<file path="src/rtl/sys_feeder.sv">
// sys_feeder: skewed activation feeder for systolic array rows with pass tracking and drain
module sys_feeder #(
  parameter int SYS_ROW    = 16,
  parameter int DATA_WIDTH = 16,
  parameter int CNT_WIDTH  = 16
) (
  input  logic                  clk,
  input  logic                  rst,
  input  logic                  flush,
  input  logic                  vec_valid,
  output logic                  vec_ready,
  input  logic [DATA_WIDTH-1:0] vec_data [0:SYS_ROW-1],
  input  logic                  vec_last,
  output logic [DATA_WIDTH-1:0] row_in [0:SYS_ROW-1],
  output logic [SYS_ROW-1:0]    row_en,
  output logic                  busy,
  output logic                  done,
  output logic [CNT_WIDTH-1:0]  vec_cnt
);
  localparam int DW = SYS_ROW > 1 ? $clog2(SYS_ROW) : 1;
  typedef enum logic [1:0] {IDLE, STREAM, DRAIN} state_t;
  state_t               state_q;
  logic [DW-1:0]        drain_q;
  logic [CNT_WIDTH-1:0] cnt_q, cnt_d;
  logic                 take;
  assign vec_ready = state_q != DRAIN;
  assign take      = vec_valid && vec_ready && !flush;
  assign busy      = state_q != IDLE;
  assign done      = state_q == DRAIN && drain_q == '0;
  assign vec_cnt   = cnt_q;
  always_comb cnt_d = state_q == IDLE ? CNT_WIDTH'(1) : (&cnt_q ? cnt_q : cnt_q + 1'b1);
  always_ff @(posedge clk) begin
    if (rst) begin
      state_q <= IDLE;
      drain_q <= '0;
      cnt_q   <= '0;
    end else if (flush) begin
      state_q <= IDLE;
      drain_q <= '0;
    end else begin
      if (take)
        cnt_q <= cnt_d;
      if (take && vec_last) begin
        state_q <= DRAIN;
        drain_q <= DW'(SYS_ROW - 1);
      end else if (take && state_q == IDLE) begin
        state_q <= STREAM;
      end else if (state_q == DRAIN) begin
        state_q <= drain_q == '0 ? IDLE : DRAIN;
        drain_q <= drain_q == '0 ? '0 : drain_q - 1'b1;
      end
    end
  end
  for (genvar r = 0; r < SYS_ROW; r++) begin : g_lane
    logic [DATA_WIDTH-1:0] d_q [0:r];
    logic [r:0]            en_q;
    always_ff @(posedge clk) begin
      if (rst || flush) begin
        for (int i = 0; i <= r; i++) d_q[i] <= '0;
        en_q <= '0;
      end else begin
        d_q[0]  <= take ? vec_data[r] : '0;
        en_q[0] <= take;
        for (int i = 1; i <= r; i++) begin
          d_q[i]  <= d_q[i-1];
          en_q[i] <= en_q[i-1];
        end
      end
    end
    assign row_in[r] = d_q[r];
    assign row_en[r] = en_q[r];
  end
endmodule
</file>
<file path="config.mk">
export PLATFORM = sky130hd
export DESIGN_NAME = sys_feeder
export DESIGN_NICKNAME = d
export VERILOG_FILES = /design/src/rtl/sys_feeder.sv
export SDC_FILE = /design/constraint.sdc
export NUM_CORES = 2
export LEC_CHECK = 0
export ABC_CLOCK_PERIOD_IN_PS = 3900
export BUFFER_PORTS_ARGS = -buffer_cell sky130_fd_sc_hd__buf_2
export CAP_MARGIN = 10
export CORE_UTILIZATION = 34
export DETAILED_ROUTE_END_ITERATION = 10
export GPL_ROUTABILITY_DRIVEN = 0
export HOLD_SLACK_MARGIN = 0.03
export PLACE_DENSITY = 0.53
export SLEW_MARGIN = 40
export SYNTH_ARGS = -nofsm -noshare
export SYNTH_HDL_FRONTEND = slang
export SYNTH_SLANG_ARGS = --single-unit
</file>
<file path="constraint.sdc">
create_clock -name clk -period 3.9 [get_ports clk]
set_clock_uncertainty 0.2 [all_clocks]
set_input_delay 0.39 -clock clk [delete_from_list [all_inputs] [get_ports clk]]
set_output_delay 0.39 -clock clk [all_outputs]
set_load 0.01 [all_outputs]
</file>
After elaboration in Yosys (flattened, before gate mapping). Memories as Yosys holds them, arrays and structs flattened. Index checks and enable logic that the tools add are counted.

Word-level logic and storage cells: 363. Bits in registers: 158. Memories kept: 16. Output and inout bits: 291. RAM bits: 2176.

Reduce and logical (&&, ||, !) cells: 19. $add $sub $neg: 2. Multiplexer cells: 166. Bitwise logic cells: 136. Equal/unequal tests: 4.

Memory list: g_lane[15].d_q (words 16, bits a word 16, rd ports 16, clocked after memory_dff 0, write ports 16, line 55) `logic [DATA_WIDTH-1:0] d_q [0:r];`; g_lane[14].d_q (words 15, bits a word 16, rd ports 15, clocked after memory_dff 0, write ports 15, line 55); g_lane[13].d_q (words 14, bits a word 16, rd ports 14, clocked after memory_dff 0, write ports 14, line 55); g_lane[12].d_q (words 13, bits a word 16, rd ports 13, clocked after memory_dff 0, write ports 13, line 55); g_lane[11].d_q (words 12, bits a word 16, rd ports 12, clocked after memory_dff 0, write ports 12, line 55); g_lane[10].d_q (words 11, bits a word 16, rd ports 11, clocked after memory_dff 0, write ports 11, line 55); 10 more memories.

Operators with widths (count): 16-bit 2-to-1 mux (154); 1-bit OR (135); 16-bit by 1-bit adder with 16-bit output, second input constant (1); 4-bit 2-to-1 mux (4); 16-bit AND reduction (1); 16-bit OR reduction (1); 2-bit 2-to-1 mux (4); 2-bit nonzero test (3); 1-bit logical AND (5); 4-bit zero test (1); 1-bit 2-to-1 mux (4); 2-bit != test, second input constant (2); 4-bit by 1-bit subtractor with 4-bit output, second input constant (1); 3-bit AND reduction (1); 3-bit nonzero test (1); 3-bit OR reduction (1); 2-bit equality test, second input constant (1); 2-bit zero test (1); 2-bit by 1-bit != test with 1-bit output, second input constant (1); 2-bit AND reduction (1); 2-bit OR reduction (1); 1-bit zero test (1); 1-bit logical OR (1); 1-bit inverter (1).

Depth between registers and ports, before layout.
Word-level depth: 6. Gate-level depth with buffers: 6. Depth with buffers taken out: 5.

Worst setup path after synthesis. OpenSTA, ideal clock, no wires.

Path kind: register to register. Start point: register cnt_q[0] (netlist: vec_cnt[0]). End point: register cnt_q[0] (netlist: vec_cnt[0]). Buffers on the path: 0. Slack: 1.929 ns. Arrival: 1.652 ns. Clock period less this slack: 1.971 ns. Data required time: 3.581 ns. Stages on the path, launching flop included: 6. Cells stage by stage: dfxtp_1 ha_1 nand3_1 nor4_4 a21oi_1 o221a_2.

Word-level cells in the longest chain between the ends: 3. Elaborated cells on any way between the ends: 6.

RTL lines: start: declaration (line 24) `logic [CNT_WIDTH-1:0] cnt_q, cnt_d;`; start signal: assignment (line 42) `cnt_q <= cnt_d;`; 16-bit by 1-bit adder with 16-bit output / 16-bit AND reduction (equally long branches) (line 31) `always_comb cnt_d = state_q == IDLE ? CNT_WIDTH'(1) : (&cnt_q ? cnt_q : cnt_q + 1'b1);`; 16-bit 2-to-1 mux / 2-bit by 1-bit != test with 1-bit output (equally long branches); 16-bit 2-to-1 mux / 3-bit AND reduction (equally long branches).

Several ways; a longest one is shown, not always the timed one. The select of a mux whose other input is x is not followed. A chain may end at the register's enable or synchronous reset.

Worst setup path after layout.
Start point: register state_q[1]. End point: output port done.

Word-level cells in the longest chain between the ends: 2.

RTL lines: start: declaration (line 22) `state_t state_q;`; start signal: assignment (line 49) `state_q <= drain_q == '0 ? IDLE : DRAIN;`; 2-bit equality test (line 29) `assign done = state_q == DRAIN && drain_q == '0;`; 1-bit logical AND (line 29); end: declaration (line 17) `output logic done,`.

No other way between the ends.

==> results.md <==
* Status: finished, final reports clean
* Worst-path clk slew at 0.06 ns
* Syn Nets at 5206
* Post-synth ARST share at 0
* Site row count at 155
* Inst Count DP at 7468
* Syn Std Cell Area at 60990 um^2
* Clk network pwr share at 0.467
* WP data arrival at 2.62 ns
* Drt via density at 3.794
* Power, Total at 44370 uW
* Distinct cells, synth at 45
* Multi-input gate area at 14500 um^2
* RSZ-0062 raised after global routing: no
* Tmin final at 3.206 ns
* Drc violations at 0
* Sw Share at 0.2017
* Path depth of the worst reg2reg path at 6
* CTS tree: built
* Initial core utilization at 0.3422
* Post-CTS resize count at 0
* DRT iter0 DRCs at 1379
* Slew @ Worst Pin at 0.7341 ns
* Detailed Place HPWL at 60610 um
* Number of global-route vias before repair at 30240
* Setup_tns at 0 ns
* Area contributors post-synth: dfxtp_1 (73%), and2_1 (22%), buf_4 (2.0%)
* Synth top area share at 0.7267
* Max VDD drop at 0.3620 mV
* Hold WS at 0.1240 ns
* YS warnings at 0
* Hold Fails Final Rpt at 0
* Most frequent cells after synthesis: dfxtp_1 (2214), and2_1 (2193), clkbuf_1 (233)
* Post-route ant nets at 0
* Post-DP Area at 64940 um^2
* Most frequent cell after synthesis: dfxtp_1
* Final Instance Area at 76320 um^2
* I/O pins at 552
* # port buffers at 551
* Syn_area_per_cell at 12.34 um^2
* Setup CP Type: flop to primary output
* Antenna violations before repair at 24
* Wire length per cell at 12.21 um
* Die width at 425.5 um
* Ys flop type: dfxtp_1
* Worst setup SP type: flop
* Flop pwr share at 0.513
* Wirelength, routed at 101200 um
* H-tree levels at 4
* Register area at 44320 um^2
* Total clock sinks at 2214
* Hold Crit Class: input port to flop
* Relative slew margins at 0.5088
* Inserted Clock Buffers at 214
* Drt first pass iters at 5
* Total GRT Usage at 0.1111
* Nets@finish at 5992
* DR vias at 31430
* Total grt overflow at 0
* Cell area power density at 581.3 nW/um^2
* Largest net degree at the start of global routing at 167
* Fin. max-slew vios at 0
* Max cap viols at 0
* Max Root-Sink Buffers at 3
* CTS root buf: clkbuf_16
* FILL cells at 16670
* Area delta synth->final at 25.13%
* Tcrit/Tclk final at 0.8221
* Worst-skew pair later-pin latency at 0.82 ns
* Area leader, netlist: dfxtp_1
* Number of flops mapped to enable cells by yosys at 0
* Global-route wire length before repair at 160300 um
* Setup violations, final at 0
* Die Ht at 425.5 um
* WP data required at 3.31 ns
* Psw at 8947 uW
* Comb pwr share at 0.020
* DIE AREA at 181100 um^2
* Setup crit end kind: primary output
* Max frequency at 311.9 MHz
* Hold-critical path depth at 3
* Non-filler cells, final at 8282
* CORE AREA at 178200 um^2
* Flops & latches, synth at 2214
* Post-Syn Instances at 4944
* Leakage power at 0.03258 uW
* Max FO, Critical Path at 7
* Pint at 35420 uW
* Seq/Total Area, Yosys at 0.7267
* Share of cells above drive strength 1 at 0.1582
critical path, cell delays in order, from the launching register on:
cell     delay (ns)
dfxtp_1        0.45
nor2b_4        0.26
inv_2          0.11
or3_4          0.37
nor3_1         0.37
buf_2          0.24
kinds of logic after synthesis:
group | count (synthesis) | share of synthesized area
and+or+nand+nor | 2265 | 0.2318
DFF | 2214 | 0.7267
buffers and inverters | 416 | 0.03578
AOI/OAI and AO/OA | 46 | 0.005211
muxes | 2 | 0.0003282
adders and majority gates | 1 | 0.0002051
per-stage QoR:
stage                     utilization  setup slack (ns)
final                          0.4282            0.6939
after global routing           0.4280            0.6346
after CTS                      0.4279            0.6803
after detailed placement       0.3644             1.504
after global placement         0.3644             1.535
after floorplan                     -             1.929
cells in the final DEF (no fill, tap or decap), types with 3 or more instances in the layout:
cell,instances
or3_1,3
o21ai_0,6
nor3_1,5
buf_4,10
nand2_1,13
nand4_1,7
a31oi_1,8
clkinv_16,4
diode_2,24
inv_6,4
clkinv_2,31
buf_2,551
clkbuf_16,216
clkinv_4,8
dfxtp_1,2214
a211oi_1,5
nor2_1,11
buf_12,15
inv_16,4
dlygate4sd3_1,401
a21oi_1,7
clkbuf_8,57
bufinv_16,14
and3_1,6
clkbuf_1,44
nand3_1,8
o211ai_1,5
inv_1,8
clkinvlp_4,5
and2_1,2193
layer usage:
layer  vias up  GRT usage  part of all wire
li1      16410          -                 -
met1     14110     0.1275              0.43
met2       629     0.1864              0.48
met3       282    0.02959             0.045
met4         0    0.06295             0.049
met5         -          0                 0
worst paths after layout:
path | slack, ns | end | from
max | 0.69 | done | state_q[1]
min | 0.12 | g_lane[10].d_q[0][0] | vec_data[80]
max reg2reg | 1.52 | state_q[1] | state_q[1]
min reg2reg | 0.21 | g_lane[12].d_q[1][3] | g_lane[12].d_q[0][115]
power groups by stage:
stage,Sequential [uW],Combinational [uW],Clock [uW]
finish,22700,878,20700
global route,22700,982,22500
CTS,22700,901,21500
detailed placement,23300,565,0
global placement,23200,559,0
floorplan,23200,302,0
state kept, by name, indices dropped and copies added, names as in the netlist:
signal and cells:
vec_cnt 16, drain_q 4, state_q 2, g_lane.d_q 2176, g_lane.en_q 16
layout make-up:
cell class                 instances  share of cell area
antenna                           24           0.0007870
clock buffer                     317             0.08327
clock inverter                    72             0.01246
inverter                           9           0.0004427
multi-input combinational       2314              0.1900
sequential                      2214              0.5808
tap                             2355             0.03861
timing repair buffer             977             0.09365
timing repair:
item	CTS	global route
hold buffers	401	0
hold endpoints to repair	338	0
setup buffers	0	0
Note: power is estimated with default switching activity, not from simulation.
